===== src/rtl/rx_path_pkg.sv =====
// rx_path_pkg: shared sizing helper, I/Q field offsets and decision polarity for the RX path.
package rx_path_pkg;
  function automatic int clog2(input int v);
    int r;
    r = 0;
    while ((1 << r) < v) r++;
    return r;
  endfunction
  function automatic int i_lsb(input int sample_w);
    return sample_w;
  endfunction
  localparam int Q_LSB = 0;
  localparam logic NEG_DECISION = 1'b1;
endpackage


===== src/rtl/rx_sym_fifo.sv =====
// rx_sym_fifo: synchronous FIFO with occupancy output; head reads as zero while empty.
module rx_sym_fifo import rx_path_pkg::*; #(
  parameter int WIDTH = 2,
  parameter int DEPTH = 16,
  localparam int LW = clog2(DEPTH + 1),
  localparam int PW = clog2(DEPTH)
) (
  input  logic             clk,
  input  logic             rst,
  input  logic             push,
  input  logic [WIDTH-1:0] wdata,
  input  logic             pop,
  output logic [WIDTH-1:0] rdata,
  output logic             full,
  output logic             empty,
  output logic [LW-1:0]    level
);
  logic [WIDTH-1:0] mem [DEPTH];
  logic [PW-1:0] wr_q, wr_d, rd_q, rd_d;
  logic [LW-1:0] level_q, level_d;
  logic do_push, do_pop;
  always_comb begin
    full = level_q == LW'(DEPTH);
    empty = level_q == '0;
    do_push = push && !full;
    do_pop = pop && !empty;
    wr_d = wr_q + PW'(do_push);
    rd_d = rd_q + PW'(do_pop);
    level_d = level_q + LW'(do_push) - LW'(do_pop);
    rdata = empty ? '0 : mem[rd_q];
    level = level_q;
  end
  always_ff @(posedge clk or negedge rst)
    if (!rst) begin
      wr_q <= '0;
      rd_q <= '0;
      level_q <= '0;
    end else begin
      wr_q <= wr_d;
      rd_q <= rd_d;
      level_q <= level_d;
    end
  always_ff @(posedge clk)
    if (do_push) mem[wr_q] <= wdata;
endmodule


===== src/rtl/rx_iq_slicer_fifo.sv =====
// rx_iq_slicer_fifo: integrate-and-dump I/Q slicer packing NSYM sign decisions per beat into an output FIFO.
module rx_iq_slicer_fifo import rx_path_pkg::*; #(
  parameter int SAMPLE_W = 12,
  parameter int SPS = 4,
  parameter int NSYM = 1,
  parameter int FIFO_DEPTH = 16
) (
  input  logic                               clk,
  input  logic                               rst,
  input  logic                               in_valid,
  input  logic [2*SAMPLE_W-1:0]              in_data,
  output logic                               in_ready,
  input  logic                               align,
  output logic                               out_valid,
  output logic [2*NSYM-1:0]                  out_data,
  input  logic                               out_ready,
  output logic [clog2(FIFO_DEPTH+1)-1:0]     fifo_level
);
  localparam int ACC_W = SAMPLE_W + clog2(SPS);
  localparam int SC_W = clog2(SPS) > 0 ? clog2(SPS) : 1;
  localparam int NC_W = clog2(NSYM) > 0 ? clog2(NSYM) : 1;
  logic [SC_W-1:0] samp_q, samp_d;
  logic [NC_W-1:0] sym_q, sym_d;
  logic signed [ACC_W-1:0] acc_i_q, acc_i_d, acc_q_q, acc_q_d, sum_i, sum_q;
  logic [2*NSYM-1:0] pack_q, pack_d, beat;
  logic sym_end, word_end, accept, full, empty;
  always_comb begin
    sum_i = acc_i_q + ACC_W'($signed(in_data[i_lsb(SAMPLE_W) +: SAMPLE_W]));
    sum_q = acc_q_q + ACC_W'($signed(in_data[Q_LSB +: SAMPLE_W]));
    sym_end = samp_q == SC_W'(SPS - 1);
    word_end = sym_end && sym_q == NC_W'(NSYM - 1);
    in_ready = rst && !align && !(full && word_end);
    accept = in_valid && in_ready;
    beat = pack_q;
    beat[2*sym_q +: 2] = {sum_i[ACC_W-1] ? NEG_DECISION : !NEG_DECISION,
                          sum_q[ACC_W-1] ? NEG_DECISION : !NEG_DECISION};
    samp_d = samp_q;
    sym_d = sym_q;
    acc_i_d = acc_i_q;
    acc_q_d = acc_q_q;
    pack_d = pack_q;
    if (align) begin
      samp_d = '0;
      sym_d = '0;
      acc_i_d = '0;
      acc_q_d = '0;
      pack_d = '0;
    end else if (accept) begin
      samp_d = sym_end ? '0 : samp_q + 1'b1;
      acc_i_d = sym_end ? '0 : sum_i;
      acc_q_d = sym_end ? '0 : sum_q;
      if (sym_end) begin
        sym_d = word_end ? '0 : sym_q + 1'b1;
        pack_d = word_end ? '0 : beat;
      end
    end
  end
  always_ff @(posedge clk or negedge rst)
    if (!rst) begin
      samp_q <= '0;
      sym_q <= '0;
      acc_i_q <= '0;
      acc_q_q <= '0;
      pack_q <= '0;
    end else begin
      samp_q <= samp_d;
      sym_q <= sym_d;
      acc_i_q <= acc_i_d;
      acc_q_q <= acc_q_d;
      pack_q <= pack_d;
    end
  // The completing symbol's decisions come straight from sum, not from pack_q.
  rx_sym_fifo #(.WIDTH(2*NSYM), .DEPTH(FIFO_DEPTH)) u_fifo (
    .clk(clk),
    .rst(rst),
    .push(accept && word_end),
    .wdata(beat),
    .pop(out_ready),
    .rdata(out_data),
    .full(full),
    .empty(empty),
    .level(fifo_level)
  );
  assign out_valid = !empty;
endmodule

===== config.mk =====
export PLATFORM = sky130hd
export DESIGN_NAME = rx_iq_slicer_fifo
export DESIGN_NICKNAME = d
export VERILOG_FILES = /design/src/rtl/rx_path_pkg.sv /design/src/rtl/rx_sym_fifo.sv /design/src/rtl/rx_iq_slicer_fifo.sv
export SDC_FILE = /design/constraint.sdc
export NUM_CORES = 1
export LEC_CHECK = 0
export ABC_CLOCK_PERIOD_IN_PS = 3100
export CAP_MARGIN = 10
export CORE_MARGIN = 3
export CORE_UTILIZATION = 62
export DETAILED_ROUTE_END_ITERATION = 16
export DONT_BUFFER_PORTS = 1
export GPL_ROUTABILITY_DRIVEN = 0
export PLACE_DENSITY = 0.77
export RECOVER_POWER = 50
export SLEW_MARGIN = 10
export SYNTH_ARGS = -nofsm -noshare
export SYNTH_HDL_FRONTEND = slang
export SYNTH_SLANG_ARGS = --single-unit
export TNS_END_PERCENT = 50

===== constraint.sdc =====
create_clock -name clk -period 3.1 [get_ports clk]
set_input_delay 0.62 -clock clk [delete_from_list [all_inputs] [get_ports clk]]
set_output_delay 0.62 -clock clk [all_outputs]
set_load 0.01 [all_outputs]

==> results.cfg <==
[status]
status = finished with violations
violations = max-capacitance violations, max-slew violations

[sta]
final_max_slew_viol_count = 47
final-setup-viol-count = 0
fmax_mhz = 335.9
grt_setup_unrepaired = no
slew_headroom = -0.6707
layout_setup_ws_ps = 123.2
finClkSkew_ps = 11.84
tightest_slew_ps = 2506
hold_viol_final = 0
min_period_over_period = 0.9603
min_period_ps = 2977

[synth]
synthArstFlopShare = 0.5897
yosys.area_share.adder = 0.1178
yosys.area.top_type = dfrtp_1
ys_types = 46
synth_compound_area_frac = 0.1407
muxShareOfSynthArea = 0.05300
synth-seq-cells = 78
synth-xor-area-share = 0.05131
synth_edf_count = 32
synth_top_family_by_area = compound AO/OA/AOI/OAI gates
netlist_instances = 406
synth_area_mm2 = 0.004438
post_synth_main_area_contributors = dfrtp_1 (26%), edfxtp_1 (22%), ha_1 (10%), mux4_2 (5.1%), nand2_1 (3.3%)
seq_area_frac_synth = 0.4759
syn-num-nets = 475
synth_top_area_share = 0.2594
ys_warn_count = 0
synth_simple_gate_area_frac = 0.1331
avgSynthCellArea_um2 = 10.93
synthFlopType = dfrtp_1

[clocking]
cts_tree = yes
clkLatencyLatePin_ps = 360
clkTransAtPathRegs_ps = 90
clkSinkCount = 78
cts-root-buf = clkbuf_8
h-tree-depth = 3
cts_made_buffers = 9
cts_buffer_depth = 2

[finish]
area_delta_synth_final_pct = 7.640
fillerInstances = 525
fin_cells = 516
fin_nets = 484
n_antenna_cell = 0
drive_gt1_frac = 0.09286

[power_and_ir_drop]
vdd_ir_drop_max_v = 0.0002893
powerDensity_mw_per_mm2 = 630.3
p_leak_nw = 2.046

[place]
io_buffer_count = 0
dp_hpwl_um = 6080
place_ws_ps = -70.13
dpl.cell_count = 499

[global_routing]
grt_pass1_vias = 3117
overflow = 0
grt_antenna_before_repair = 0
grt_max_degree = 47
grt_pass1_wl_um = 14680
grt.total_usage = 0.2247

[setup_path]
critPathLaunchType = flop
crit_chain = mux4_2 -> mux4_2 -> and2_1
critPathMostFrequentCell = mux4_2
cp-startpoint = u_fifo.rd_q[0]
critPathKind = flop to output pin
path_buf_inv = 0
worst_path_max_delay_cell = dfrtp_1
cpPeakStageDelay_ps = 710
crit_required_ps = 2480
r2r-start = u_fifo.level[2]
path_delay_family = multiplexers
crit_fanout = 9
cp.arrival_ps = 2360
end_kind = output pin

[floorplanning]
die_h_um = 90.61
die_x_um = 90.61
rows = 30
initial_core_util = 0.6461
ios = 38
dieArea_mm2 = 0.008209
core_mm2 = 0.006869

[min_path]
hold_path_class = input pin to flop
hp-start = align

[route]
drt-total-wl_um = 8550
num_vias = 3030
drc = 0
final_antenna_net_count = 0
routedWlPerCell_um = 16.57
dr.first_iter.drc_count = 181
viasPerCell = 5.872
drtPass1Iterations = 5

[flow_run]
max-cap-violations = 1
-- metal layers --
metal / GRT usage / wire length, µm
met5: 0 / 0
met4: 0.06122 / 75
met3: 0.05083 / 377
met2: 0.3867 / 4216
met1: 0.2864 / 3881
-- registers in the layout, indices dropped and copies added, names as in the netlist --
| signal | cells |
|---|---|
| acc_i_q | 14 |
| samp_q | 2 |
| u_fifo.level | 5 |
| u_fifo.mem | 32 |
| acc_q_q | 14 |
| pack_q | 2 |
| sym_q | 1 |
| u_fifo.wr_q | 4 |
| u_fifo.rd_q | 4 |
-- cells by family after synthesis --
| family | after synthesis |
|---|---|
| compound gates | 97 |
| simple gates | 121 |
| xor+xnor | 26 |
| flops | 78 |
| buf+inv | 33 |
| fa+ha+maj | 40 |
| mux | 11 |
-- where the power goes --
part,switching [mW],internal [mW]
clock network,0.399,0.346
registers,0.172,1.21
logic,0.436,0.452
total,1.01,2.00
-- path summary, 6_finish.rpt --
kind,slack [ps],cells past startpoint,end
max,120,3,out_data[0]
min,320,1,samp_q[1]
max reg2reg,400,14,u_fifo.level[4]
min reg2reg,490,1,acc_q_q[5]
max in group asynchronous,640,1,pack_q[1]
min in group asynchronous,1030,1,u_fifo.level[4]
-- synth_stat cells, types with 11 or more instances --
cell type	instances
xor2_1	13
clkbuf_1	11
dfrtp_1	46
inv_1	21
ha_1	37
a21o_1	11
nor2_1	28
edfxtp_1	32
o21ai_0	28
nand2_1	39
xnor2_1	13
a21oi_1	20
-- timing repair --
| item | 4_1_cts | 5_1_grt |
|---|---|---|
| hold buffers | 1 | 0 |
| setup buffers | 0 | 0 |
| hold endpoints to repair | 46 | 0 |
| gates resized for setup | 0 | 1 |
| endpoints found under the setup margin | 0 | 16 |
-- cells in the final DEF, fill, tap and decap left out, types with 8 or more instances in the layout --
master	count
ha_1	37
a21oi_1	20
edfxtp_1	32
o21ai_0	28
a21o_1	11
xor2_1	13
dfrtp_1	46
nor2_1	28
nand3_1	10
xnor2_1	13
buf_4	8
clkbuf_8	9
mux4_2	10
inv_1	21
nor2b_1	8
nand2_1	39
-- area by class of cell --
cell class / instances / area, µm² / area share
multi-input cells: 295 / 2205 / 0.4615
flip-flops and latches: 78 / 2112 / 0.4421
clock buffers: 11 / 152.6 / 0.03195
well taps: 96 / 120.1 / 0.02514
inverters: 21 / 78.83 / 0.01650
repair buffers: 10 / 67.56 / 0.01414
clock inverters: 5 / 41.29 / 0.008643
-- metrics by stage --
step	hold WS, ps	power (mW)	util	instance area, µm²	TNS [ps]
2_1_floorplan	324.4	2.080	-	4438	0
3_3_place_gp	325.5	2.223	0.6670	4582	0
3_5_place_dp	325.6	2.269	0.6670	4582	-1116
4_1_cts	95.78	3.030	0.6993	4803	0
5_1_grt	304.0	3.196	0.6954	4777	0
6_report	322.5	3.011	0.6954	4777	0
(Power assumes the default switching activity.)
==> variant 1: new RTL, same flow settings <==
Put a register stage on the output `fifo_level`, cleared by the reset. The value now appears one clock later. The other outputs are not delayed to match.
--- a/src/rtl/rx_iq_slicer_fifo.sv
+++ b/src/rtl/rx_iq_slicer_fifo.sv
@@ -21,2 +21,4 @@
   localparam int NC_W = clog2(NSYM) > 0 ? clog2(NSYM) : 1;
+
+  logic [clog2(FIFO_DEPTH+1)-1:0] fifo_level_d;
   logic [SC_W-1:0] samp_q, samp_d;
@@ -81,5 +83,13 @@
     .empty(empty),
-    .level(fifo_level)
+    .level(fifo_level_d)
   );
   assign out_valid = !empty;
+  always_ff @(posedge clk or negedge rst) begin
+    if (!rst) begin
+      fifo_level <= '0;
+    end else begin
+      fifo_level <= fifo_level_d;
+    end
+  end
+
 endmodule
Behaviour: not the same (a bounded check fails within 10 cycles, from zero or initial values and one cycle with rst low).
==> variant 1 against the unedited design <==
The flow still finishes with violations (max-capacitance violations, max-slew violations); total power up 6.4%; sequential cell count up 5; critical path depth unchanged; worst setup slack better by 0.057 ns; count of clock-buffer cells in the layout down 1; routed wire length down 0.55%; combinational power up 3.3%; core utilization up 0.58 points; non-clock buffer count unchanged; worst hold slack better by 0.011 ns; cell area up 2.5%; area after synthesis up 2.8%; highest routed layer unchanged.
==> variant 1: results (changes against the unedited design) <==
[synthesis]
synth_common_cells=dfrtp_1 (51), nand2_1 (41), ha_1 (37)
ys_warn_count=0  ; unchanged
synth-async-reset-ratio_pct=61.45  ; +2.5 points
synth_area_leaders=dfrtp_1 (28%), edfxtp_1 (21%), ha_1 (10%)
synth_cell_type_count=56  ; +22%
ys_seq_area_share_pct=49.01  ; +1.4 points

[cells_and_area]
reg_top3=u_fifo.mem: 32 flops, acc_i_q: 14 flops, acc_q_q: 14 flops
nFillCells=527  ; +0.38%
final_area_um2=4896  ; +2.5%
fin_nets=482  ; -0.41%
drive_above_1_share_pct=10.53  ; +1.2 points

[place]
dp_hpwl_um=6150  ; +1.2%
place_ws_ns=-0.04820  ; +0.02193 ns
place_inst=497  ; -0.40%
postPlaceCellArea_um2=4692  ; +2.4%

[clock_network]
cts_setup_buffers=0  ; unchanged
root_buffer=clkbuf_8
ctsHoldBuffers=1  ; unchanged
cts_resized=0  ; unchanged
clock_path_buffers=2  ; unchanged

[setup_path]
reg2reg_depth=8  ; -6
cp_max_fo=9  ; unchanged
max_stage_delay_ns=0.69  ; -0.02 ns
worstPathArrival_ns=2.30  ; -0.06 ns
crit_family=multiplexers

[drt]
dr_total_vias=3039  ; +0.30%
first_pass_iters=4  ; -1
wl_per_cell_um=16.54  ; -0.16%
wirelength_um=8503  ; -0.55%
drt-initial-drc-count=141  ; -22%

[run_status]
status=finished, violations left
violations=max-capacitance violations, max-slew violations

[grt]
grtUsageTotal_pct=21.60  ; -0.87 points
grt_pass1_wl_um=14560  ; -0.84%
grt_max_degree=52  ; +11%
grt_use_met2_pct=36.82  ; -1.8 points
grt_pass1_vias=3094  ; -0.74%
use_met1_pct=28.08  ; -0.55 points
grtUsageMet3_pct=4.840  ; -0.24 points

[sta]
skew_ns=0.01352  ; +0.001678 ns
worst_pin_slew_ns=2.321  ; -0.1847 ns
slew_viol_final=52  ; +11%

[power_and_ir_drop]
ir_drop_uv=269.4  ; -6.9%
p_leak_nw=2.063  ; +0.86%

[flow_run]
drv_cap=1  ; unchanged

[variant 1: cell count changes in the layout (fill, tap and decap cells not counted), moves of 4 or more]
cell	unedited run	this run
o31ai_1	5	1
dfrtp_1	46	51
a21oi_1	20	13
xor2_1	13	9
xnor2_1	13	17
o21ai_0	28	32
[variant 1: area by class of cell]
class,count,share of cell area (%)
flip-flops and latches,83,45.69
multi-input cells,285,44.49
clock buffers,10,2.607
well taps,96,2.453
inverters,24,1.840
clock inverters,6,1.482
repair buffers,10,1.431
[variant 1: report_power, final]
| group | switching, mW | leakage [nW] | internal, mW | total (mW) |
|---|---|---|---|---|
| combinational | 0.451 | 1.01 | 0.466 | 0.917 |
| sequential | 0.175 | 0.951 | 1.32 | 1.49 |
| clock | 0.413 | 0.0979 | 0.383 | 0.796 |
| total | 1.04 | 2.06 | 2.16 | 3.20 |
[variant 1: cells by family (layout without fill, tap and decap cells)]
group                    after synthesis  after routing  share of synthesized area (%)
XOR/XNOR                              27             27                          5.346
flip-flops                            83             83                          49.01
multiplexers                          13             13                          5.592
AO/OA/AOI/OAI                         92             92                          13.21
AND/OR/NAND/NOR                      113            113                          12.03
adder cells (fa/ha/maj)               40             40                          11.46
buffers and inverters                 38             50                          3.344
[variant 1: layer usage]
layer  wire length, um  up-vias
li1                  -     1490
met5                 0        -
met2              4250       56
met3               403        4
met4                40        0
met1              3809     1489
[variant 1: final timing paths]
check	from	to	slack, ns
min reg2reg	u_fifo.level[0]	fifo_level[0]	0.42
max reg2reg	acc_q_q[8]	u_fifo.mem[13][0]	0.46
min	align	samp_q[1]	0.33
max	u_fifo.rd_q[0]	out_data[1]	0.18
max in group asynchronous	rst	acc_i_q[2]	0.61
min in group asynchronous	rst	fifo_level[4]	1.14
==> variant 2: new RTL, same settings <==
Made on the original files. `FIFO_DEPTH`: 16 -> 8.
--- a/src/rtl/rx_iq_slicer_fifo.sv
+++ b/src/rtl/rx_iq_slicer_fifo.sv
@@ -5,3 +5,3 @@
   parameter int NSYM = 1,
-  parameter int FIFO_DEPTH = 16
+  parameter int FIFO_DEPTH = 8
 ) (
Ports: changed (resized fifo_level); port bits go from 38 to 37. The function was not compared with the original's and may differ.
==> variant 2 against the unedited design <==
The flow still finishes with violations (max-capacitance violations, max-slew violations); worst setup slack better by 0.30 ns; sequential cell count fell by 19; cell area decreased by 17%; critical path depth grew 5; highest routed layer unchanged; count of clock-buffer cells in the layout is the same; area after synthesis down 18%; synthesized cell count decreased by 14%; worst hold slack improved by 0.039 ns; total power decreased by 13%; routed wire length fell by 16%.
==> variant 2: results (changes against the unedited design) <==
[run_status]
status=finished, violations left
violations=max-capacitance violations, max-slew violations

[power_and_ir_drop]
netSwitchingFraction_pct=30.39  ; -3.0 points
clock_power_share_pct=32.4  ; +7.7 points
p_leak_nw=1.872  ; -8.5%
ir_drop_uv=366.9  ; +27%
comb_power_share_pct=28.4  ; -1.1 points

[synthesis]
ys_seq_area_share_pct=42.91  ; -4.7 points
synth_edf_count=16  ; -50%
synth_area_leaders=dfrtp_1 (30%), edfxtp_1 (13%), ha_1 (13%)
synth_cell_type_count=48  ; +4.3%
synth_common_cells=dfrtp_1 (43), ha_1 (37), nand2_1 (31)
synth-async-reset-ratio_pct=72.88  ; +14 points

[drt]
wirelength_um=7206  ; -16%
vias_per_cell=6.019  ; +2.5%
drt-initial-drc-count=169  ; -6.6%
first_pass_iters=4  ; -1

[setup_path]
rrSetupSlack_ns=0.43  ; +0.03 ns
cp_max_fo=8  ; -1
cp_slowest_cell=o21ai_1
crit_path_start=acc_i_q[3]
crit_family=compound AO/OA/AOI/OAI gates
worstPathArrival_ns=2.74  ; +0.38 ns
max_stage_delay_ns=0.40  ; -0.31 ns

[cells_and_area]
antenna-diode-count=0  ; unchanged
fin_nets=424  ; -12%
largest_reg_flops=16  ; -50%
reg_top3=u_fifo.mem: 16 flops, acc_i_q: 14 flops, acc_q_q: 14 flops
drive_above_1_share_pct=7.222  ; -2.1 points
nFillCells=420  ; -20%

[sta]
skew_ns=0.008706  ; -0.003139 ns
slew_viol_final=44  ; -6.4%
hold_slack_ns=0.3618  ; +0.03932 ns
worst_pin_slew_ns=2.339  ; -0.1669 ns

[clock_network]
clk_pin_slew_ns=0.06  ; -0.03 ns
clock_path_buffers=2  ; unchanged
clk_latency_ns=0.33  ; -0.03 ns

[grt]
grtUsageTotal_pct=23.97  ; +1.5 points
grt_pass1_wl_um=12190  ; -17%
grt_pass1_vias=2571  ; -18%
grt_max_degree=44  ; -6.4%

[flow_run]
drv_cap=1  ; unchanged

[place]
dp_hpwl_um=5191  ; -15%

[min_path]
min_path_type=in -> reg

[variant 2: kinds of logic after synthesis]
logic type / count (synthesis) / share of synthesized area (%)
AOI/OAI and AO/OA: 93 / 16.97
xor gates and xnor gates: 23 / 5.554
adders and majority gates: 40 / 14.42
buffers and inverters: 29 / 3.001
DFF: 59 / 42.91
muxes: 9 / 3.898
and+or+nand+nor: 95 / 13.25
[variant 2: timing repair]
action,CTS,global route
endpoints found under the hold margin,43,0
hold buffers,1,0
gates resized for setup,0,0
[variant 2: per-stage QoR]
step           setup WS, ns  total power [mW]  instances  cell area, um2
2_1_floorplan        0.4215             1.612        348            3627
3_3_place_gp         0.3231             1.725        415            3725
3_5_place_dp         0.1896             1.768        415            3725
4_1_cts              0.4067             2.639        432            3994
5_1_grt              0.2441             2.779        432            3964
6_report             0.4265             2.606        432            3964
[variant 2: final cells by class]
cell class                 instances  area share (%)
tap                               72           2.273
clock buffer                      11           3.567
inverter                          21           1.989
timing repair buffer               4          0.8838
clock inverter                     5           2.525
multi-input combinational        260           49.49
sequential                        59           39.27
[variant 2: final timing paths]
kind                       cells after the start          endpoint
max reg2reg                                    8  u_fifo.mem[1][1]
max in group asynchronous                      1    u_fifo.wr_q[2]
min in group asynchronous                      1        acc_q_q[9]
min                                            1         pack_q[0]
min reg2reg                                    2        acc_i_q[5]
max                                            8  u_fifo.mem[1][1]
[variant 2: routing by layer]
| metal | global-route usage (%) | vias up | share of wire, % |
|---|---|---|---|
| met1 | 31.67 | 1246 | 45 |
| met4 | 8.306 | 0 | 1.5 |
| met3 | 5.965 | 12 | 4.9 |
| li1 | - | 1282 | - |
| met5 | 0 | - | 0 |
| met2 | 38.46 | 60 | 48 |
